**src/rtl/sseg_scan_capture.sv**
```systemverilog
// sseg_scan_capture: recovers the four digit patterns from a multiplexed an/sseg display bus
//   clk        system clock, rising edge
//   reset_n    asynchronous active-low reset
//   an[3:0]    anode enables, active-low, one-hot-low while a digit is driven
//   sseg[7:0]  segments, active-low, bit 7 = dp, bits 6..0 = g..a
//   digit      raw captured pattern per digit (8 bits each, active-low)
//   hex        decoded nibble per digit (4 bits each)
//   dp         decimal point per digit, active-high
//   hex_valid  captured g..a pattern is a hex glyph
//   frame_done one-cycle pulse once all four digits have been captured
//   scan_err   sticky, more than one anode low was seen
//   stale      digit not refreshed within STALE_MAX cycles
// Build option: define SSEG_CAP_STALE_EN to include the per-digit stale watchdog.
module sseg_scan_capture #(
  parameter int SETTLE    = 4,
  parameter int STALE_MAX = 65536
) (
  input  logic        clk,
  input  logic        reset_n,
  input  logic [3:0]  an,
  input  logic [7:0]  sseg,
  output logic [31:0] digit,
  output logic [15:0] hex,
  output logic [3:0]  dp,
  output logic [3:0]  hex_valid,
  output logic        frame_done,
  output logic        scan_err,
  output logic [3:0]  stale
);
  localparam int CW = SETTLE > 1 ? $clog2(SETTLE) : 1;
  typedef enum logic [1:0] {S_IDLE, S_SETTLE, S_HOLD} state_t;
  state_t st, st_n;
  logic [3:0] an_r, code, code_n, mask, mask_n;
  logic [7:0] sseg_r, pat, pat_n;
  logic [CW-1:0] cnt, cnt_n;
  logic onehot, multi, cap;
  logic [1:0] idx;
  function automatic logic [4:0] glyph(input logic [6:0] g);
    case (g)
      7'b1000000: glyph = 5'h10;
      7'b1111001: glyph = 5'h11;
      7'b0100100: glyph = 5'h12;
      7'b0110000: glyph = 5'h13;
      7'b0011001: glyph = 5'h14;
      7'b0010010: glyph = 5'h15;
      7'b0000010: glyph = 5'h16;
      7'b1111000: glyph = 5'h17;
      7'b0000000: glyph = 5'h18;
      7'b0010000: glyph = 5'h19;
      7'b0001000: glyph = 5'h1A;
      7'b0000011: glyph = 5'h1B;
      7'b1000110: glyph = 5'h1C;
      7'b0100001: glyph = 5'h1D;
      7'b0000110: glyph = 5'h1E;
      7'b0001110: glyph = 5'h1F;
      default:    glyph = 5'h00;
    endcase
  endfunction
  assign onehot = an_r inside {4'b1110, 4'b1101, 4'b1011, 4'b0111};
  // anything that is neither one-hot-low nor all-high has at least two lows
  assign multi  = !onehot && an_r != 4'b1111;
  assign idx    = {~an_r[3] | ~an_r[2], ~an_r[3] | ~an_r[1]};
  assign mask_n = mask | (4'b0001 << idx);
  always_comb begin
    st_n   = st;
    code_n = code;
    pat_n  = pat;
    cnt_n  = cnt;
    cap    = 1'b0;
    if (!onehot)
      st_n = S_IDLE;
    // segment changes only restart the count while settling; HOLD ignores them
    else if (st == S_IDLE || an_r != code || (st == S_SETTLE && sseg_r != pat)) begin
      st_n   = S_SETTLE;
      code_n = an_r;
      pat_n  = sseg_r;
      cnt_n  = '0;
    end else if (st == S_SETTLE) begin
      cap   = cnt == CW'(SETTLE - 1);
      st_n  = cap ? S_HOLD : S_SETTLE;
      cnt_n = cap ? cnt : cnt + 1'b1;
    end
  end
  always_ff @(posedge clk or negedge reset_n) begin
    if (!reset_n) begin
      an_r       <= 4'b1111;
      sseg_r     <= 8'hFF;
      st         <= S_IDLE;
      code       <= 4'b1111;
      pat        <= 8'hFF;
      cnt        <= '0;
      mask       <= '0;
      digit      <= '1;
      hex        <= '0;
      dp         <= '0;
      hex_valid  <= '0;
      frame_done <= 1'b0;
      scan_err   <= 1'b0;
    end else begin
      an_r       <= an;
      sseg_r     <= sseg;
      st         <= st_n;
      code       <= code_n;
      pat        <= pat_n;
      cnt        <= cnt_n;
      frame_done <= 1'b0;
      if (multi)
        scan_err <= 1'b1;
      if (cap) begin
        digit[8*idx +: 8]                  <= sseg_r;
        dp[idx]                            <= ~sseg_r[7];
        {hex_valid[idx], hex[4*idx +: 4]}  <= glyph(sseg_r[6:0]);
        mask                               <= mask_n == 4'hF ? 4'h0 : mask_n;
        frame_done                         <= mask_n == 4'hF;
      end
    end
  end
`ifdef SSEG_CAP_STALE_EN
  localparam int SW = $clog2(STALE_MAX + 1);
  for (genvar i = 0; i < 4; i++) begin : g_age
    logic [SW-1:0] age;
    always_ff @(posedge clk or negedge reset_n) begin
      if (!reset_n)
        age <= '0;
      else if (cap && idx == 2'(i))
        age <= '0;
      else if (age != SW'(STALE_MAX))
        age <= age + 1'b1;
    end
    assign stale[i] = age == SW'(STALE_MAX);
  end
`else
  // watchdog not built; a non-positive STALE_MAX would mean "always stale"
  assign stale = {4{STALE_MAX < 1}};
`endif
endmodule

```
**config.mk**
```make
export PLATFORM = sky130hd
export DESIGN_NAME = sseg_scan_capture
export DESIGN_NICKNAME = d
export VERILOG_FILES = /design/src/rtl/sseg_scan_capture.sv
export SDC_FILE = /design/constraint.sdc
export NUM_CORES = 1
export LEC_CHECK = 0
export BUFFER_PORTS_ARGS = -buffer_cell sky130_fd_sc_hd__buf_2
export CAP_MARGIN = 20
export CORE_AREA = 10 10 100 102
export CTS_CLUSTER_SIZE = 25
export DETAILED_ROUTE_END_ITERATION = 6
export DIE_AREA = 0 0 110 112
export GPL_ROUTABILITY_DRIVEN = 1
export PLACE_DENSITY = 0.8
export SYNTH_ARGS = -nofsm -noshare
export SYNTH_HDL_FRONTEND = slang
export SYNTH_SLANG_ARGS = --single-unit
```
**constraint.sdc**
```tcl
create_clock -name clk -period 3.1 [get_ports clk]
set_clock_uncertainty 0.1 [all_clocks]
set_input_delay 0.31 -clock clk [delete_from_list [all_inputs] [get_ports clk]]
set_output_delay 0.31 -clock clk [all_outputs]
set_load 0.02 [all_outputs]
```
==> impl_metrics.csv, run 1 <==
group,metric,value,unit
synth,avgSynthCellArea,9.98,sq um
detailed_routing,postRouteAntennaNets,0,
critical_path,cp_slowest_stage_delay,0.72,ns
grt,antenna_found_initial,0,
grt,grt_max_degree,91,
cells_and_area,final_common_cell,"o21ai_0",
cells_and_area,n_antenna_cell,0,
hold_path,min_path_type,"reg2reg",
floorplanning,die_x,110,um
power,clockPowerShare,0.367,
critical_path,critPathRequiredTime,3.28,ns
clocking,tritoncts.num_buffers,9,
cells_and_area,final_cells,619,
clocking,htreeDepth,3,
synth,yosys_warnings,0,
detailed_routing,drt-pass1-iter-count,5,
power,p_leak,2.29,nW
placement,numPlacedInstances,589,
power,power_frac_comb,0.096,
floorplanning,die_area,12300,sq um
clocking,insertion_delay,0.36,ns
critical_path,worstPathArrival,2.82,ns
detailed_routing,routed_wl,10700,um
synth,synthArstFlopShare,1.00,
power,swShare,0.248,
power,p_int,1.83,mW
clocking,cts.sinks,90,
grt,grt_pass1_wl,17400,um
detailed_routing,drt_iter0_markers,307,
timing,fin_crit,2.64,ns
power,powerDensity,473,nW/um^2
clocking,clock-root-buffer,"clkbuf_8",
synth,ys_seq_area_frac,0.527,
timing,fin_crit_sh,0.853,
cells_and_area,layout.nets,532,
timing,grt_setup_unrepaired,"false",
clocking,clock_path_buffers,2,
detailed_routing,drc,0,
synth,yosysUniqueCellTypes,58,
floorplanning,die_h,112,um
clocking,post-cts-setup-buffers,0,
critical_path,worst_setup_path_start_kind,"flop",
power,ir_worst_vdd,0.220,mV
detailed_routing,viasPerCell,5.78,
critical_path,slowest_stage,"dfstp_2",
timing,fmax,378,MHz
detailed_routing,wl_per_cell,17.3,um
critical_path,cp-end-kind,"flop",
timing,finalSetupTns,0,ns
synth,syn-instance-count,441,
clocking,cts_tree,"built",
timing,setup_viol,0,
power,p_sw,602,uW
floorplanning,io_pins,76,
critical_path,crit_fanout,16,
floorplanning,core_area,8050,sq um
synth,synthFlopType,"dfstp_2",
synth,synth_enable_flop_cells,0,
detailed_routing,vias,3577,
floorplanning,row_count,33,
cells_and_area,mostFrequentLayoutCells,"o21ai_0, buf_2, dfstp_2, nand2_1, dfrtp_1",
timing,hold_viol_final,0,
outcome,status,"finished, final reports clean",
synth,synth_seq_cells,90,
cells_and_area,drive_gt1_frac,0.352,
placement,dp_hpwl,7550,um
grt,grt_overflow,0,
timing,drv_slew,0,
cells_and_area,area_growth,16.7,%
floorplanning,start_util,0.547,
grt,grt_pass1_vias,3443,
clocking,cts.reportedPaths.clkPinSlew,0.09,ns
placement,routabilityCongestion,0.902,
placement,port_buffers,71,
power,p_seq_frac,0.537,
run,cap_viol_max_count,0,
synth,synthesis.area,4400,sq um
grt,globalRouteTotalUtil,0.172,
timing,relSlewSlack,0.396,
critical_path,crit_type,"reg2reg",
timing,worstMarginPinSlew,0.903,ns
critical_path,cp_cell_sequence,"xor2_1 -> nor4_1 -> and4_1 -> nor2_1 -> mux2_2",
[stage by stage]
step                worst slack (ns)  hold WS (ns)  instance area [sq um]   util  power (mW)
CTS                            0.487        0.0931                   5110  0.634        2.43
global route                   0.306         0.389                   5140  0.638        2.52
floorplan                      0.944       -0.0856                   4410      -        1.47
finish                         0.456         0.366                   5140  0.638        2.43
global placement               0.604         0.314                   4760  0.592        1.53
detailed placement             0.495         0.316                   4760  0.592        1.54
[power groups by stage]
| stage | combinational [mW] | sequential [mW] | clock (mW) |
|---|---|---|---|
| 4_1_cts | 0.231 | 1.30 | 0.900 |
| 3_5_place_dp | 0.216 | 1.32 | 0 |
| 5_1_grt | 0.261 | 1.31 | 0.947 |
| 2_1_floorplan | 0.182 | 1.29 | 0 |
| 3_3_place_gp | 0.208 | 1.32 | 0 |
| 6_report | 0.234 | 1.30 | 0.891 |
[final timing paths]
check | start | slack [ns] | end | depth (start not counted)
min in group asynchronous | reset_n | 0.38 | hex[4] | 2
max in group asynchronous | reset_n | 1.82 | pat[6] | 3
hold / removal | scan_err | 0.37 | scan_err | 1
setup / recovery | sseg_r[4] | 0.46 | pat[4] | 5
hold reg to reg | scan_err | 0.37 | scan_err | 1
setup reg to reg | sseg_r[4] | 0.46 | pat[4] | 5
[layout make-up]
type | count | area [sq um]
fillers | 662 | 2920
flip-flops and latches | 90 | 2320
multi-input cells | 298 | 1820
repair buffers | 95 | 583
clock buffers | 12 | 145
well taps | 105 | 131
clock inverters | 4 | 76.3
inverters | 15 | 56.3
[critical path, delay by kind of cell, from the launching register on]
kind	cells	cell delay, ns
simple gates	3	1.03
mux	1	0.42
flops	1	0.72
xor+xnor	1	0.30
[sequential cells by signal, summed over array words and instances, names as in the netlist, 4 cells and up]
name       count
an_r           4
code           4
digit         32
dp             4
hex           16
hex_valid      4
mask           4
pat            8
sseg_r         8
[Yosys cell counts (3+ instances only)]
| master | n | area [sq um] |
|---|---|---|
| or2_2 | 4 | 25.0 |
| dfrtp_1 | 34 | 851 |
| o21ai_1 | 4 | 20.0 |
| buf_4 | 7 | 52.6 |
| nor2_1 | 18 | 67.6 |
| clkbuf_1 | 19 | 71.3 |
| mux2_2 | 15 | 169 |
| and3_1 | 5 | 31.3 |
| ha_1 | 9 | 113 |
| mux2i_1 | 4 | 40.0 |
| buf_2 | 8 | 40.0 |
| or4_1 | 3 | 22.5 |
| dfstp_2 | 56 | 1470 |
| buf_1 | 3 | 11.3 |
| nand4_1 | 10 | 62.6 |
| inv_1 | 15 | 56.3 |
| nand3_1 | 5 | 25.0 |
| o22ai_1 | 4 | 25.0 |
| xor2_1 | 12 | 105 |
| buf_6 | 3 | 33.8 |
| a21oi_1 | 8 | 40.0 |
| nand2_1 | 51 | 191 |
| o21ai_0 | 98 | 490 |
[kinds of logic (layout without fill, tap and decap cells)]
logic type,after synthesis,after routing,share of synthesized area
and+or+nand+nor,123,123,0.148
AOI/OAI and AO/OA,128,128,0.157
xor gates and xnor gates,14,14,0.0296
buffers and inverters,56,126,0.0614
other,1,4,0.000852
DFF,90,90,0.527
adders and majority gates,10,10,0.0281
muxes,19,19,0.0475
[routing by layer]
layer  routed length [um]  GRT usage  part of all wire  up-vias
li1                     -          -                 -     1659
met4                  244     0.0573             0.023        0
met1                 4530      0.230              0.42     1759
met3                  857     0.0473             0.080       24
met2                 5070      0.263              0.47      135
met5                    0          0                 0        -
[timing repair]
action	in CTS	in global routing
endpoints found under the setup margin	0	0
hold buffers	12	1
gates resized for setup	0	0
endpoints found under the hold margin	12	23
No activity file was read; power rests on OpenSTA's default activity.
==> run 2, diff against run 1 <==
==> config.mk (replaced) <==
export PLATFORM = sky130hd
export DESIGN_NAME = sseg_scan_capture
export DESIGN_NICKNAME = d
export VERILOG_FILES = /design/src/rtl/sseg_scan_capture.sv
export SDC_FILE = /design/constraint.sdc
export NUM_CORES = 1
export LEC_CHECK = 0
export ABC_AREA = 1
export BUFFER_PORTS_ARGS = -buffer_cell sky130_fd_sc_hd__buf_2
export CAP_MARGIN = 20
export CORE_AREA = 10 10 102 104
export CTS_CLUSTER_SIZE = 25
export DETAILED_ROUTE_END_ITERATION = 6
export DIE_AREA = 0 0 112 114
export GPL_ROUTABILITY_DRIVEN = 1
export PLACE_DENSITY = 0.81
export SYNTH_ARGS = -nofsm -noshare
export SYNTH_HDL_FRONTEND = slang
export SYNTH_SLANG_ARGS = --single-unit
==> run 2 against run 1 <==
- die area rose by 3.6%
- total power decreased by 3.9%
- critical path type unchanged
- clock-buffer cell count is 1 higher
- highest routed layer unchanged
- critical path depth is 3 higher
- via count rose by 14%
- fmax grew 2.3%
==> impl_metrics.csv, run 2 <==
group,metric,value,unit
synth,synth_top_area_cell,"dfstp_2",
synth,synthMuxAreaShare,0,
grt,grt_max_degree,83,
timing,fin_crit_sh,0.834,
power,p_seq_frac,0.548,
synth,synthXorXnorAreaFrac,0.0132,
synth,yosys_warnings,0,
cells_and_area,final_core_util,0.630,
critical_path,r2r-start,"an_r[1]",
clocking,tritoncts.num_buffers,9,
clocking,cts_tree,"built",
critical_path,crit_fanout,24,
floorplanning,die_h,114,um
grt,grt_pass1_wl,19300,um
power,power_frac_comb,0.117,
timing,worstMarginPinSlew,0.991,ns
grt,top_usage_layer,"met2",
clocking,clock-root-buffer,"clkbuf_8",
clocking,cts.sinks,90,
cells_and_area,n_antenna_cell,0,
synth,synthMostInstantiatedCell,"nand2_1",
critical_path,worst_setup_path_start_kind,"flop",
power,powerDensity,438,nW/um^2
critical_path,crit_path_start,"an_r[1]",
placement,dp_hpwl,8500,um
floorplanning,core_area,8470,sq um
grt,use_met2,0.289,
synth,ys_seq_area_frac,0.500,
synth,synth.top_cells.by_count,"nand2_1, nor2_1, dfstp_2",
cells_and_area,area_growth,14.8,%
placement,port_buffers,71,
outcome,status,"finished, final reports clean",
timing,relSlewSlack,0.337,
clocking,clock_path_buffers,2,
synth,netlist.area_leader.share,0.317,
synth,synth_simple_gate_area_frac,0.361,
detailed_routing,vias,4068,
power,p_leak,2.85,nW
grt,met3_usage,0.0373,
cells_and_area,top_register,"digit",
floorplanning,row_count,34,
critical_path,critPathRequiredTime,3.30,ns
synth,synth_seq_cells,90,
detailed_routing,viasPerCell,5.17,
hold_path,min_path_type,"in2async",
critical_path,cp-end-kind,"flop",
synth,synth_enable_flop_cells,0,
grt,grt_pass1_vias,3916,
cells_and_area,largest_reg_flops,32,
clocking,insertion_delay,0.35,ns
synth,synthesis.area,4650,sq um
synth,yosysUniqueCellTypes,30,
placement,post-place-ws,0.559,ns
cells_and_area,drive_gt1_frac,0.242,
floorplanning,start_util,0.549,
detailed_routing,routed_wl,11500,um
floorplanning,die_x,112,um
critical_path,crit_type,"reg2reg",
cells_and_area,layout.nets,697,
synth,synth_compound_area_frac,0.0315,
timing,layout_setup_ws,0.516,ns
grt,grt_overflow,0,
detailed_routing,drt-pass1-iter-count,5,
timing,setup_viol,0,
grt,globalRouteTotalUtil,0.181,
synth,synthArstFlopShare,1.00,
detailed_routing,postRouteAntennaNets,0,
timing,fin_crit,2.58,ns
clocking,cts.reportedPaths.clkPinSlew,0.09,ns
grt,antenna_found_initial,0,
power,clockPowerShare,0.335,
clocking,htreeDepth,3,
cells_and_area,reg_top3,"digit: 32 flops, hex: 16 flops",
run,cap_viol_max_count,0,
detailed_routing,drt_iter0_markers,372,
cells_and_area,final_common_cell,"nand2_1",
power,p_sw,607,uW
timing,drv_slew,0,
synth,ys_top_cells_by_area,"dfstp_2, nand2_1, dfrtp_1",
placement,routabilityCongestion,0.996,
critical_path,worstPathArrival,2.78,ns
timing,fmax,387,MHz
timing,hold_viol_final,0,
power,swShare,0.260,
detailed_routing,wl_per_cell,14.7,um
synth,syn-instance-count,599,
synth,avgSynthCellArea,7.76,sq um
floorplanning,io_pins,76,
grt,grtUsageMet1,0.236,
timing,finalSetupTns,0,ns
synth,synth_fa_ha_area_frac,0.0242,
power,p_int,1.73,mW
synth,synth_top_family_by_area,"simple AND/OR/NAND/NOR gates",
floorplanning,die_area,12800,sq um
timing,grt_setup_unrepaired,"false",
timing,hold_slack,0.00520,ns
power,finalPower,2.33,mW
synth,synthFlopType,"dfstp_2",
power,ir_worst_vdd,0.234,mV
detailed_routing,drc,0,
cells_and_area,mostFrequentLayoutCells,"nand2_1, buf_2, nor2_1, dfstp_2, nand3_1",
run 2: critical path, stage by stage, from the launching register on:
cell	delay, ns
dfstp_2	0.60
nand2_1	0.09
buf_4	0.22
ha_1	0.32
inv_1	0.21
nand3_1	0.40
a21oi_1	0.38
nand3_1	0.12
nand2_1	0.07
run 2: cells by family (layout without fill, tap and decap cells):
family | after synthesis | after routing
DFF | 90 | 90
AOI/OAI and AO/OA | 27 | 27
and+or+nand+nor | 398 | 398
other | 1 | 4
adders and majority gates | 9 | 9
xor gates and xnor gates | 7 | 7
buffers and inverters | 67 | 144
run 2: metal layers:
layer,part of all wire,wire length [um]
met1,0.45,5160
met2,0.47,5400
met3,0.062,711
met4,0.024,272
met5,0,0
run 2: cell type report:
cell class / count / area, sq um
clock inverter: 3 / 40.0
timing repair buffer: 90 / 531
clock buffer: 13 / 149
multi-input combinational: 445 / 2010
tap: 108 / 135
sequential: 90 / 2320
fill: 736 / 3130
inverter: 38 / 145
run 2: worst paths after layout:
check                           end  slack (ns)  cells after the start
max reg2reg                  hex[0]        0.52                      8
max in group asynchronous    pat[4]        2.10                      2
min in group clk           digit[9]        0.37                      2
max                          hex[0]        0.52                      8
min reg2reg                digit[9]        0.37                      2
min                        scan_err       0.005                      1
run 2: what timing repair did:
| action | 4_1_cts | 5_1_grt |
|---|---|---|
| buffers inserted | 0 | 0 |
| hold buffers | 12 | 0 |
| resized for setup | 0 | 0 |
| endpoints found under the hold margin | 12 | 0 |
run 2: stage by stage:
| step | instances | cell area (sq um) |
|---|---|---|
| final | 787 | 5330 |
| after global routing | 787 | 5330 |
| after CTS | 787 | 5330 |
| after detailed placement | 759 | 5020 |
| after global placement | 759 | 5020 |
| after floorplan | 602 | 4660 |
run 2: power groups by stage:
stage | combinational, mW | clock (mW) | sequential [mW]
floorplan | 0.192 | 0 | 1.29
global placement | 0.251 | 0 | 1.30
detailed placement | 0.257 | 0 | 1.30
CTS | 0.271 | 0.793 | 1.28
global route | 0.311 | 0.843 | 1.29
finish | 0.272 | 0.781 | 1.28
